`src/rtl/insn_fetch.sv`:
```
// Instruction fetch / sequencer stage feeding the cpu block.
// Owns the program counter, reads 16-bit instructions through a ready
// handshake, hands each one to the cpu with a load pulse followed by a
// start pulse, and waits for the cpu to report idle before advancing.
// A fetched HALT encoding parks the stage until reset.
module insn_fetch #(
  parameter int              ADDR_W    = 8,
  parameter logic [ADDR_W-1:0] RESET_PC = {ADDR_W{1'b0}},
  parameter logic [15:0]     HALT_INSN = 16'hE000
) (
  input  logic              clk,
  input  logic              reset,
  input  logic              run,
  output logic [ADDR_W-1:0] mem_addr,
  output logic              mem_rd,
  input  logic [15:0]       mem_rdata,
  input  logic              mem_ready,
  output logic [15:0]       cpu_in,
  output logic              cpu_load,
  output logic              cpu_s,
  input  logic              cpu_w,
  output logic [ADDR_W-1:0] pc,
  output logic              halted,
  output logic [15:0]       insn_count
);

  typedef enum logic [2:0] {
    ST_IDLE  = 3'd0,
    ST_FETCH = 3'd1,
    ST_LOAD  = 3'd2,
    ST_START = 3'd3,
    ST_EXEC  = 3'd4,
    ST_HALT  = 3'd5
  } state_t;

  localparam logic [ADDR_W-1:0] PC_ONE = {{(ADDR_W-1){1'b0}}, 1'b1};

  state_t              state_r;
  logic [ADDR_W-1:0]   pc_r;
  logic [15:0]         ir_r;
  logic [15:0]         count_r;
  logic                mem_rd_r;
  logic                cpu_load_r;
  logic                cpu_s_r;
  logic                halted_r;
  // Set on entry to EXEC: the cpu's w flag still shows the previous idle
  // state for one cycle after the start pulse, so that cycle is skipped.
  logic                first_exec_r;

  // Every output comes straight from a register; no input reaches an output
  // without passing through a flop.
  assign mem_addr   = pc_r;
  assign mem_rd     = mem_rd_r;
  assign cpu_in     = ir_r;
  assign cpu_load   = cpu_load_r;
  assign cpu_s      = cpu_s_r;
  assign pc         = pc_r;
  assign halted     = halted_r;
  assign insn_count = count_r;

  // Sequencer FSM: state, pc, instruction register, completion counter and
  // all registered handshake outputs, updated together so that each output
  // flop is loaded with the value that belongs to the state being entered.
  always_ff @(posedge clk or posedge reset) begin
    if (reset) begin
      state_r      <= ST_IDLE;
      pc_r         <= RESET_PC;
      ir_r         <= 16'h0000;
      count_r      <= 16'h0000;
      mem_rd_r     <= 1'b0;
      cpu_load_r   <= 1'b0;
      cpu_s_r      <= 1'b0;
      halted_r     <= 1'b0;
      first_exec_r <= 1'b0;
    end else begin
      // Pulses last a single cycle unless the branch below re-arms them.
      cpu_load_r <= 1'b0;
      cpu_s_r    <= 1'b0;
      case (state_r)
        ST_IDLE: begin
          // Only start when the cpu is idle, so a fresh load never lands on
          // a cpu that is still busy.
          if (run && cpu_w) begin
            state_r  <= ST_FETCH;
            mem_rd_r <= 1'b1;
          end else begin
            state_r  <= ST_IDLE;
            mem_rd_r <= 1'b0;
          end
        end

        ST_FETCH: begin
          // Read request stays up, address fixed at pc, until data arrives.
          if (mem_ready) begin
            ir_r     <= mem_rdata;
            mem_rd_r <= 1'b0;
            if (mem_rdata == HALT_INSN) begin
              state_r  <= ST_HALT;
              halted_r <= 1'b1;
            end else begin
              state_r    <= ST_LOAD;
              cpu_load_r <= 1'b1;
            end
          end else begin
            state_r  <= ST_FETCH;
            mem_rd_r <= 1'b1;
          end
        end

        ST_LOAD: begin
          // cpu_load is high during this state; follow with the start pulse.
          state_r <= ST_START;
          cpu_s_r <= 1'b1;
        end

        ST_START: begin
          state_r      <= ST_EXEC;
          first_exec_r <= 1'b1;
        end

        ST_EXEC: begin
          if (first_exec_r) begin
            first_exec_r <= 1'b0;
            state_r      <= ST_EXEC;
          end else if (cpu_w) begin
            // Instruction retired: advance (pc and count wrap naturally).
            pc_r    <= pc_r + PC_ONE;
            count_r <= count_r + 16'd1;
            if (run) begin
              state_r  <= ST_FETCH;
              mem_rd_r <= 1'b1;
            end else begin
              state_r  <= ST_IDLE;
              mem_rd_r <= 1'b0;
            end
          end else begin
            state_r <= ST_EXEC;
          end
        end

        ST_HALT: begin
          // Terminal until reset; run and memory activity are ignored.
          state_r  <= ST_HALT;
          halted_r <= 1'b1;
          mem_rd_r <= 1'b0;
        end

        default: begin
          state_r      <= ST_IDLE;
          mem_rd_r     <= 1'b0;
          halted_r     <= 1'b0;
          first_exec_r <= 1'b0;
        end
      endcase
    end
  end

endmodule
```
`config.mk`:
```
export PLATFORM = sky130hd
export DESIGN_NAME = insn_fetch
export DESIGN_NICKNAME = d
export VERILOG_FILES = /design/src/rtl/insn_fetch.sv
export SDC_FILE = /design/constraint.sdc
export NUM_CORES = 1
export LEC_CHECK = 0
export ABC_AREA = 1
export CORE_MARGIN = 1.5
export CORE_UTILIZATION = 50
export DETAILED_ROUTE_END_ITERATION = 12
export PLACE_DENSITY = 0.83
export SLEW_MARGIN = 10
export SYNTH_ARGS = -nofsm -noshare
export SYNTH_HDL_FRONTEND = slang
export SYNTH_SLANG_ARGS = --single-unit
```
`constraint.sdc`:
```
create_clock -name clk -period 3 [get_ports clk]
set_clock_uncertainty 0.2 [all_clocks]
set_input_delay 0.45 -clock clk [delete_from_list [all_inputs] [get_ports clk]]
set_output_delay 0.45 -clock clk [all_outputs]
set_load 0.01 [all_outputs]
```
# Yosys cells after proc, flatten, opt, wreduce, memory -nomap -nowiden
# Index checks and enable logic that the tools add are counted.
# totals
regBits	48
input_bits	21
output_inout_bits	52
word_cells	54
# classes
addsub	2
eq_ne	10
n_mux	21
bitwise	3
reduce_logical	9
# op_table
op	count
3-bit one-hot mux with 6 select lines	1
16-bit by 1-bit adder with 16-bit output, second input constant	1
16-bit == test, second input constant	1
1-bit two-way mux	13
3-bit two-way mux	4
3-bit AND reduction	3
8-bit by 1-bit adder with 8-bit output, second input constant	1
2-bit != test, second input constant	4
4-bit OR reduction	2
3-bit by 2-bit == test with 1-bit output, second input constant	2
3-bit == test, second input constant	2
1-bit one-hot mux with 4 select lines	1
3-bit by 1-bit == test with 1-bit output, second input constant	1
3-bit logical NOT	1
1-bit inverter	3
1-bit one-hot mux with 3 select lines	1
1-bit one-hot mux with 2 select lines	1
2-bit AND reduction	1
2-bit OR reduction	1
1-bit logical AND	1

# Logic depth before layout (Yosys ltp)
# logic_depth
depth_word	4
depth_mapped	9
mapped_depth_nobuf	9

# Worst setup path before layout
# Ideal clock, no wire load.
# synth_timing
kind	flip-flop to flip-flop
startpoint	register count_r[0] (netlist: insn_count[0])
endpoint	register count_r[10] (netlist: insn_count[10])
setup_time_ns	0.122
arrival_time_ns	1.280
required_ns	2.678
setup_slack_ns	1.398
stages_incl_launch_ff	8
n_path_buf	0
synth_period_minus_slack_ns	1.602
path_cell_list	dfrtp_1 -> ha_1 -> inv_1 -> nor2_1 -> nand3_1 -> nor2_2 -> nand2_1 -> xor2_1
# synth_via
elab_chain_cells	1
# synth_rtl
element	line	rtl
start, declared	41	logic [15:0] count_r;
start signal, assigned	128	count_r <= count_r + 16'd1;
16-bit by 1-bit adder with 16-bit output	128	
# No other way between the ends.
# A chain may end at the register's enable or synchronous reset.

# Final worst setup path
# layout_timing
startpoint	register pc_r[3] (netlist: mem_addr[3])
endpoint	output mem_addr[3]
# layout_rtl
element	line	rtl
start, declared	39	logic [ADDR_W-1:0] pc_r;
start signal, assigned	127	pc_r <= pc_r + PC_ONE;
end, declared	14	output logic [ADDR_W-1:0] mem_addr,
# No word-level cell between the ends.

==> impl_metrics.yaml <==
floorplan:
  fp.dieH_um: 71.5
  die_width_um: 71.5
  rows: 24
  num_io_pins: 73
  die_area_mm2: 0.00512
  initial_core_util_pct: 52.8
  core-area_mm2: 0.00444
cts:
  ctsHtreeMaxLevel: 2
  ctsHoldBuffers: 0
  clock_latency_ns: 0.29
  clockRootBuffer: "clkbuf_8"
  cts_tree: "yes"
  post_cts_resized: 0
  cts_buffers: 5
  post_cts_buffers: 0
  cts.path.max_buffers: 2
  cts_sinks: 48
  path_clk_slew_ns: 0.08
run:
  drv_cap: 0
power:
  cellLeakagePower_uw: 0.00151
  power_density_mw_per_mm2: 758
  p_seq_share_pct: 42.4
  ir_drop_v: 0.000441
  power_frac_comb_pct: 41.0
  internal_power_uw: 1540
  p_clk_share_pct: 16.6
  power.switching_uw: 842
  power.switching_fraction_pct: 35.3
hold_path:
  min_path_type: "reg -> reg"
setup_path:
  crit_buf_inv: 1
  cp.arrival_ns: 1.38
  worstPathMaxFanout: 6
  r2r_slack_ns: 1.12
  critical_path.max_stage_delay_ns: 0.60
  cp_slowest_cell: "clkdlybuf4s50_1"
  path_class: "reg -> out"
  cp-start-kind: "flip-flop"
  path_cells: "clkdlybuf4s50_1"
  required_ns: 2.35
  crit_family: "buffers and inverters"
  cp-end-kind: "output pin"
final_layout:
  fillCellCount: 376
  utilization_pct: 70.8
  instances_no_fill: 404
  nNetsFinal: 374
  regArea_mm2: 0.00120
  final_common_cell: "nand2_1"
  layout_common_cells: "nand2_1 (109), clkdlybuf4s50_1 (72), dfrtp_1 (48)"
  multi_input_area_um2: 947
  drive_gt1_share_pct: 6.25
  antenna_cells: 0
  syn2layout_area_growth_pct: 34.0
sta:
  holdWs_ns: 0.279
  hold_violations: 0
  tns_ns: 0
  final-max-slew-violation-count: 0
  fmax_mhz: 492
  tightest_slew_ns: 0.578
  period_minus_slack_ns: 2.03
  post-route-period-util_pct: 67.8
  rsz0062_at_grt: "false"
  setup_violations: 0
  slew_headroom_pct: 61.4
synthesis:
  yosysSeqAreaShare_pct: 51.1
  syn-cell-area_mm2: 0.00235
  syn_nets: 304
  ys_types: 26
  synth-seq-cells: 48
  yosysWarnings: 0
  ys_top_cells_by_area: "dfrtp_1 (51%), nand2_1 (17%), nor2_1 (4.3%)"
  netlist_instances: 281
  synth_top_area_share_pct: 51.1
  syn-mean-instance-area_um2: 8.36
  yosys.area.top_type: "dfrtp_1"
route:
  drtIter0Drc: 114
  wl_mm: 4.87
  first_pass_iters: 10
  viasPerCell: 4.88
  wl_per_cell_um: 12.0
  drtAntennaViolNets: 0
  vias: 1972
  drc: 4
global_route:
  grt_pass1_wl_mm: 8.18
  grt_pass1_vias: 1880
  grt.overflow.total: 0
  antenna_found_initial: 0
  grt_use_total_pct: 20.4
  grt_max_degree: 49
place:
  port_buffers: 72
  placedCellCount: 396
  place.gp.congestion: 0.904
  dp_hpwl_mm: 3.72
run_status:
  status: "complete, but fails checks"
  violations: "DRC"
layout make-up:
type	count	share of cell area (%)
clock buffers	8	2.86
inverters	27	3.22
multi-input cells	194	30.1
flip-flops and latches	48	38.2
well taps	52	2.07
repair buffers	75	23.6
path summary, 6_finish.rpt:
check	startpoint	to	depth (start not counted)
setup / recovery	mem_addr[3]$_DFFE_PP0P_	mem_addr[3]	1
hold / removal	cpu_in[4]$_DFFE_PP0P_	cpu_in[4]$_DFFE_PP0P_	2
setup reg to reg	state_r[1]$_DFF_PP0_	mem_addr[6]$_DFFE_PP0P_	7
hold reg to reg	cpu_in[4]$_DFFE_PP0P_	cpu_in[4]$_DFFE_PP0P_	2
max in group asynchronous	reset	insn_count[10]$_DFFE_PP0P_	3
min in group asynchronous	reset	cpu_in[6]$_DFFE_PP0P_	3
routing by layer:
| metal | share of wire [%] | vias up | track usage [%] |
|---|---|---|---|
| li1 | - | 995 | - |
| met1 | 43 | 911 | 24.6 |
| met2 | 49 | 58 | 35.2 |
| met3 | 7.2 | 8 | 7.45 |
| met4 | 0.82 | 0 | 4.82 |
| met5 | 0 | - | 0 |
Yosys cell counts, drive strengths merged:
cell    number
nor2        32
nand3        7
ha           2
xnor2        7
nand2      111
buf         12
a21oi        2
xor2        10
dfrtp       48
o22ai        1
nand4       10
nor3         3
nand3b       1
inv         27
o21ai        8
sequential cells by signal, summed over array words and instances, names as in the netlist:
signal,count
state_r,3
cpu_s,1
mem_addr,8
halted,1
cpu_in,16
cpu_load,1
mem_rd,1
insn_count,16
first_exec_r,1
cells by family after synthesis:
group | Yosys count | share of synthesized area, %
AO/OA/AOI/OAI | 11 | 2.40
XOR/XNOR | 17 | 6.34
adder cells (fa/ha/maj) | 2 | 1.07
buffers and inverters | 39 | 8.52
flip-flops | 48 | 51.1
AND/OR/NAND/NOR | 164 | 30.5
stage by stage:
stage               area (um^2)  setup WS (ns)  total power (uW)
floorplan                  2350           1.21              1510
global placement           3060          0.827              1970
detailed placement         3060          0.754              2010
CTS                        3150          0.964              2400
global route               3150          0.915              2550
finish                     3150          0.966              2390
power groups by stage:
stage | sequential (uW) | clock [uW] | combinational (uW)
CTS | 1020 | 399 | 989
finish | 1010 | 395 | 979
global route | 1040 | 432 | 1080
global placement | 1020 | 0 | 956
detailed placement | 1020 | 0 | 987
floorplan | 1080 | 0 | 427
worst min-delay path, delay by kind of cell, from the launching register on:
kind / cells / cell delay [ns]
DFF: 1 / 0.35
and+or+nand+nor: 2 / 0.09
Power figures use the tool's default switching activity.
